$ cat src/rtl/dpi_pkg.sv
// dpi_pkg: shared types and constants for the stream dispatcher and its flow table
package dpi_pkg;

    localparam int STREAM_ID_W = 6;
    localparam int NUM_STREAMS = 64;
    localparam int KEY_W       = 32;

    typedef enum logic [2:0] {
        S_IDLE,
        S_LOOKUP,
        S_LOAD,
        S_GAP,
        S_STREAM,
        S_EOP
    } state_t;

    typedef struct packed {
        logic             valid;
        logic [KEY_W-1:0] key;
    } flow_entry_t;

endpackage

$ cat src/rtl/dpi_flow_table.sv
// dpi_flow_table: 64-entry flow-key table with parallel match, lowest-free allocation,
// round-robin eviction when full, and (with DPI_FLOW_INVAL_EN) an invalidation port
module dpi_flow_table
    import dpi_pkg::*;
(
    input  logic                   clk,
    input  logic                   rst_n,
    input  logic                   lookup,
    input  logic [KEY_W-1:0]       key,
    output logic [STREAM_ID_W-1:0] sid,
    output logic                   is_new,
    output logic                   evict
`ifdef DPI_FLOW_INVAL_EN
    ,
    input  logic                   inval_req,
    input  logic [STREAM_ID_W-1:0] inval_id
`endif
);

    flow_entry_t            tbl [NUM_STREAMS];
    logic [STREAM_ID_W-1:0] rr_ptr;
    logic [STREAM_ID_W-1:0] hit_idx;
    logic [STREAM_ID_W-1:0] free_idx;
    logic                   hit;
    logic                   free;

    // parallel key match and lowest-invalid search; descending scan lets the lowest index win
    always_comb begin
        hit      = 1'b0;
        hit_idx  = '0;
        free     = 1'b0;
        free_idx = '0;
        for (int i = NUM_STREAMS - 1; i >= 0; i--) begin
            if (tbl[i].valid && tbl[i].key == key) begin
                hit     = 1'b1;
                hit_idx = STREAM_ID_W'(i);
            end
            if (!tbl[i].valid) begin
                free     = 1'b1;
                free_idx = STREAM_ID_W'(i);
            end
        end
    end

    assign sid    = hit ? hit_idx : free ? free_idx : rr_ptr;
    assign is_new = !hit;
    assign evict  = lookup && !hit && !free;

    // valid bits and rr_ptr reset; keys are plain storage; a lookup install overrides an invalidate
    always_ff @(posedge clk) begin
        if (!rst_n) begin
            rr_ptr <= '0;
            for (int i = 0; i < NUM_STREAMS; i++) tbl[i].valid <= 1'b0;
        end else begin
`ifdef DPI_FLOW_INVAL_EN
            if (inval_req) tbl[inval_id].valid <= 1'b0;
`endif
            if (lookup && !hit) tbl[sid] <= '{valid: 1'b1, key: key};
            if (evict) rr_ptr <= rr_ptr + 1'b1;
        end
    end

endmodule

$ cat src/rtl/dpi_stream_dispatcher.sv
// dpi_stream_dispatcher: maps packet flow keys to stream ids and sequences load/char/eop
// onto the matcher bank; optional flow invalidation port under DPI_FLOW_INVAL_EN
module dpi_stream_dispatcher
    import dpi_pkg::*;
#(
    parameter int FLOW_KEY_W = 32,
    parameter int NUM_REGEX  = 16
) (
    input  logic                   clk,
    input  logic                   rst_n,
    input  logic                   in_valid,
    output logic                   in_ready,
    input  logic [7:0]             in_data,
    input  logic                   in_sop,
    input  logic                   in_eop,
    input  logic [FLOW_KEY_W-1:0]  in_flow_key,
    input  logic                   cfg_we,
    input  logic [STREAM_ID_W-1:0] cfg_addr,
    input  logic [NUM_REGEX-1:0]   cfg_wdata,
    output logic [7:0]             char_in,
    output logic                   char_in_vld,
    output logic                   load_state,
    output logic [STREAM_ID_W-1:0] stream_id,
    output logic                   new_stream_id,
    output logic                   eop,
    output logic [NUM_REGEX-1:0]   enable,
    output logic                   busy,
    output logic [15:0]            evict_cnt,
    output logic [15:0]            drop_cnt
`ifdef DPI_FLOW_INVAL_EN
    ,
    input  logic                   inval_req,
    input  logic [STREAM_ID_W-1:0] inval_id
`endif
);

    state_t                 state;
    state_t                 state_nx;
    logic [FLOW_KEY_W-1:0]  key_q;
    logic [NUM_REGEX-1:0]   en_tbl [NUM_STREAMS];
    logic [STREAM_ID_W-1:0] ft_sid;
    logic                   ft_new;
    logic                   ft_evict;
    logic                   lookup;
    logic                   idle_sop;
    logic                   idle_drop;

    assign lookup    = state == S_LOOKUP;
    assign idle_sop  = state == S_IDLE && in_valid && in_sop;
    assign idle_drop = state == S_IDLE && in_valid && !in_sop;

    dpi_flow_table u_flow_table (
        .clk       (clk),
        .rst_n     (rst_n),
        .lookup    (lookup),
        .key       (KEY_W'(key_q)),
        .sid       (ft_sid),
        .is_new    (ft_new),
        .evict     (ft_evict)
`ifdef DPI_FLOW_INVAL_EN
        ,
        .inval_req (inval_req),
        .inval_id  (inval_id)
`endif
    );

    // state register
    always_ff @(posedge clk)
        state <= !rst_n ? S_IDLE : state_nx;

    // next state: fixed one-cycle LOOKUP/LOAD/GAP/EOP, STREAM until an accepted eop beat
    always_comb begin
        state_nx = state;
        case (state)
            S_IDLE:   state_nx = idle_sop ? S_LOOKUP : S_IDLE;
            S_LOOKUP: state_nx = S_LOAD;
            S_LOAD:   state_nx = S_GAP;
            S_GAP:    state_nx = S_STREAM;
            S_STREAM: state_nx = (in_valid && in_eop) ? S_EOP : S_STREAM;
            S_EOP:    state_nx = S_IDLE;
            default:  state_nx = S_IDLE;
        endcase
    end

    // strobes and pass-through; held at zero while reset is asserted
    always_comb begin
        in_ready    = rst_n && (state == S_STREAM || (state == S_IDLE && !in_sop));
        char_in_vld = rst_n && state == S_STREAM && in_valid;
        char_in     = (rst_n && state == S_STREAM) ? in_data : 8'h00;
        load_state  = rst_n && state == S_LOAD;
        eop         = rst_n && state == S_EOP;
        busy        = state != S_IDLE;
    end

    // latch the SOP key, capture the lookup result for the packet, count drops and evictions
    always_ff @(posedge clk) begin
        if (!rst_n) begin
            stream_id     <= '0;
            new_stream_id <= 1'b0;
            enable        <= '0;
            evict_cnt     <= '0;
            drop_cnt      <= '0;
        end else begin
            if (idle_sop) key_q <= in_flow_key;
            if (lookup) begin
                stream_id     <= ft_sid;
                new_stream_id <= ft_new;
                enable        <= en_tbl[ft_sid];
            end
            if (ft_evict && evict_cnt != 16'hFFFF) evict_cnt <= evict_cnt + 16'd1;
            if (idle_drop && drop_cnt != 16'hFFFF) drop_cnt <= drop_cnt + 16'd1;
        end
    end

    // per-stream enable RAM; contents survive reset
    always_ff @(posedge clk)
        if (cfg_we) en_tbl[cfg_addr] <= cfg_wdata;

endmodule

$ cat config.mk
export PLATFORM = sky130hd
export DESIGN_NAME = dpi_stream_dispatcher
export DESIGN_NICKNAME = d
export VERILOG_FILES = /design/src/rtl/dpi_pkg.sv /design/src/rtl/dpi_flow_table.sv /design/src/rtl/dpi_stream_dispatcher.sv
export SDC_FILE = /design/constraint.sdc
export NUM_CORES = 2
export LEC_CHECK = 0
export ABC_CLOCK_PERIOD_IN_PS = 10550
export CAP_MARGIN = 20
export CELL_PAD_IN_SITES_DETAIL_PLACEMENT = 1
export CELL_PAD_IN_SITES_GLOBAL_PLACEMENT = 1
export CORE_ASPECT_RATIO = 1.5
export CORE_MARGIN = 2
export CORE_UTILIZATION = 39
export DETAILED_ROUTE_END_ITERATION = 7
export HOLD_SLACK_MARGIN = 0.08
export PLACE_DENSITY = 0.6
export SLEW_MARGIN = 30
export SYNTH_ARGS = -nofsm -noshare
export SYNTH_HDL_FRONTEND = slang
export SYNTH_SLANG_ARGS = --single-unit
$ cat constraint.sdc
create_clock -name clk -period 10.55 [get_ports clk]
set_input_delay 1.5825 -clock clk [delete_from_list [all_inputs] [get_ports clk]]
set_output_delay 1.5825 -clock clk [all_outputs]
set_load 0.02 [all_outputs]
==> summary.md <==
| Metric | Value |
|---|---|
| CP max-delay cell | `edfxtp_1` |
| Peak supply drop | `between 150 and 200 uV` |
| DR top layer | `met4` |
| Finished Layout Cells | `about 14k` |
| Tcrit/Tclk final | `0.814` |
| Area leader, netlist | `edfxtp_1` |
| Post-synthesis cell type count | `91` |
| Path category of the worst min-delay check | `flip-flop to flip-flop` |
| Dominant synthesized flop cell | `edfxtp_1` |
| Vias after detailed routing | `76.9k` |
| Post-CTS Setup Inserts | `0` |
| Final Max Tran Viols | `0` |
| Setup violators final | `0` |
| H-tree depth | `5` |
| Hold depth | `2` |
| Hold Fails Final Rpt | `0` |
| Crit. End Element | `flip-flop` |
| Yosys warnings | `0` |
| Top cell type's share of synthesized area | `0.696` |
| Fmax | `around 120 MHz` |
| Most frequent CP cell | `buf_4` |
| # hold bufs at CTS | `0` |
| CP peak stage delay | `~0.97 ns` |
| Starting Density | `0.392` |
| Vias in the first global route | `between 80k and 90k` |
| Die W | `483 um` |
| Routed wl met2 | `approximately 240000 um` |
| Drc violations | `0` |
| Number of core rows | `263` |
| Status | `finished, final reports clean` |
| Minimum clock period | `about 8.6 ns` |
| ANT nets after route | `0` |
| GP Congestion | `slightly above 0.9` |
| Core area | `about 340000 um^2` |
| Share of layout cells above drive strength 1 | `0.123` |
| Seq/Total Area, Yosys | `0.715` |
| Critical path arrival | `between 9 and 10 ns` |
| Leakage | `around 0.050 uW` |
| GR Overflow Total | `0` |
| PD cells | `roughly 170 nW/um^2` |
| GR Util All Layers | `0.256` |
| Register bit count reported by yosys | `around 3.2k` |
| CTS Root Cell | `clkbuf_16` |
| Post-layout nets | `9004` |
| First-pass GRT wire length | `633000 um` |
| Top post-synthesis cells by area | `edfxtp_1 (70%), xor2_1 (9.8%), xnor2_1 (3.7%), dfxtp_1 (1.9%), nor4_1 (1.6%)` |
| Hold_ws | `between 0.4 and 0.5 ns` |
| Router iterations before antenna repair | `6` |
| Crit-path cells | `buf_12 > xor2_1 > nor3_1 > nand3_1 > or3_1 > nand4_1 > nor4_2 > nand4b_1 > or4_1 > o21ai_4 > buf_4 > buf_4 > mux2i_1 > nand4_1 > o311ai_0 > buf_4 > a211oi_1 > a211oi_1 > a31oi_1` |
| Avg WL per Cell | `32.9 um` |
| Syn_area_per_cell | `between 15 and 20 um^2` |
| Die H | `about 720 um` |
| Vias per Instance | `5.61` |
| Crit Path Class | `flip-flop to flip-flop` |
| RSZ-0062 raised after global routing | `no` |
| Total negative slack | `0 ns` |
| Synthesized area | `approximately 130000 um^2` |
| Initial DRC count | `6542` |
| Number of flops mapped to enable cells by yosys | `approximately 3.1k` |
| Syn Nets | `between 8k and 9k` |
| Max-cap check violation count | `0` |
| Clock-pin slew on the worst setup and hold paths | `roughly 0.070 ns` |
| Clock tree buffer depth | `4` |
| Worst Tran Pin Value | `between 1 and 1.5 ns` |
| Asr flop ratio synth | `0` |
| Total CTS buffers | `about 320` |
| Worst setup SP type | `flip-flop` |
| Relative slew slack | `0.264` |
| HPWL Detailed | `between 200000 and 300000 um` |
| Placed insts | `13.1k` |
| CP max FO | `a little under 50` |
| Routed wl met3 | `around 18000 um` |
| Clock Skews | `0.0755 ns` |
| Area delta synth->final | `14.3%` |
| Input/output buffers | `around 140` |
| Largest net degree at the start of global routing | `93` |
| Clk_lat worst skew | `between 0.9 and 1 ns` |
| Clock sinks | `around 3.2k` |
| Syn Inst Count | `approximately 8.4k` |
| Post-cts gate resize count | `0` |
| Worst Reg-to-Reg Cells | `19` |
| Met1 WL | `between 150000 and 200000 um` |
| I/O pins | `around 140` |
| Die Area | `348000 um^2` |
| Initial antenna violation count | `11` |
| Drt total wl | `roughly 450000 um` |
| CP required | `~11 ns` |
| CTS tree | `done` |
## routing by layer
metal	up-vias	track usage
li1	32700	-
met1	41000	0.286
met2	2286	0.467
met3	867	0.0277
met4	0	0.150
met5	-	0
## synth_stat cells, types with 25 or more instances
cell,count
edfxtp_1,3104
xor2_1,1494
xnor2_1,570
nand2_1,374
nor4_1,353
nor2_1,255
nand4_1,226
mux2i_1,155
nand3_1,129
buf_4,128
dfxtp_1,128
a21oi_1,122
buf_6,119
nor3_1,111
o21ai_0,97
buf_2,95
mux2_2,81
a21o_1,70
a221oi_1,67
a22oi_1,62
clkbuf_1,59
and2_1,44
a31oi_1,43
inv_1,37
or4_1,37
and3_1,36
a22o_1,35
a221o_1,34
or3_1,33
o2bb2ai_1,25
## cell families after synthesis
kind of cell	Yosys count	share of synthesized area
XOR/XNOR	2064	0.135
adder cells (fa/ha/maj)	3	0.000280
AO/OA/AOI/OAI	772	0.0421
multiplexers	244	0.0194
AND/OR/NAND/NOR	1666	0.0647
flip-flops	3232	0.715
buffers and inverters	447	0.0238
## critical path, delay by kind of cell, from the launching register on
kind,cells,cell delay (ns)
compound gates,5,2.24
xor+xnor,1,0.19
buf+inv,4,1.93
flops,1,0.97
mux,1,0.18
simple gates,8,2.77
## stage by stage
| step | worst slack [ns] | area [um^2] | util | total power [uW] |
|---|---|---|---|---|
| after floorplan | 3.20 | 134000 | - | 14900 |
| after global placement | 1.37 | 142000 | 0.416 | 15400 |
| after detailed placement | 1.62 | 143000 | 0.417 | 15500 |
| after CTS | 1.57 | 153000 | 0.447 | 26900 |
| after global routing | 1.80 | 153000 | 0.448 | 27300 |
| final | 1.96 | 153000 | 0.448 | 26700 |
## report_power, final
group / internal (uW) / switching (uW) / leakage, uW / total (uW)
Sequential: 14000 / 38.8 / 0.0289 / 14100
Combinational: 300 / 794 / 0.0162 / 1090
Clock: 6480 / 5010 / 0.00500 / 11500
## final timing paths
check                                   from            to  slack (ns)
worst max-delay path               key_q[24]    enable[15]        1.96
worst min-delay path            stream_id[5]  stream_id[5]        0.48
worst min register to register  stream_id[5]  stream_id[5]        0.48
worst max register to register     key_q[24]    enable[15]        1.96
## registers in the layout (all words and copies together), names as in the netlist
register	count
enable	16
stream_id	6
key_q	32
u_flow_table.rr_ptr	6
u_flow_table.tbl	2112
new_stream_id	1
evict_cnt	16
en_tbl	1024
state	3
drop_cnt	16
## layout by cell type, fill, tap and decap left out, types with 62 or more instances in the layout
cell type / instances
a21oi_1: 121
nand3_1: 129
clkbuf_16: 327
nor2_1: 197
a22oi_1: 62
nand2_1: 371
a221oi_1: 67
nor4_1: 347
edfxtp_1: 3104
buf_12: 70
nor3_1: 95
mux2_2: 81
a21o_1: 68
xnor2_1: 570
clkbuf_1: 84
buf_4: 364
nand4_1: 226
clkdlybuf4s50_1: 118
dfxtp_1: 128
mux2i_1: 155
o21ai_0: 95
xor2_1: 1494
## cell type report
| class | instances | area, um^2 |
|---|---|---|
| Fill cell | 33100 | 189000 |
| Sequential cell | 3232 | 95800 |
| Multi-Input combinational cell | 4749 | 35500 |
| Clock buffer | 436 | 8840 |
| Timing Repair Buffer | 589 | 5880 |
| Tap cell | 4505 | 5640 |
| Clock inverter | 140 | 1400 |
| Inverter | 39 | 149 |
| Antenna cell | 4 | 10.0 |
Power figures use the tool's default switching activity.
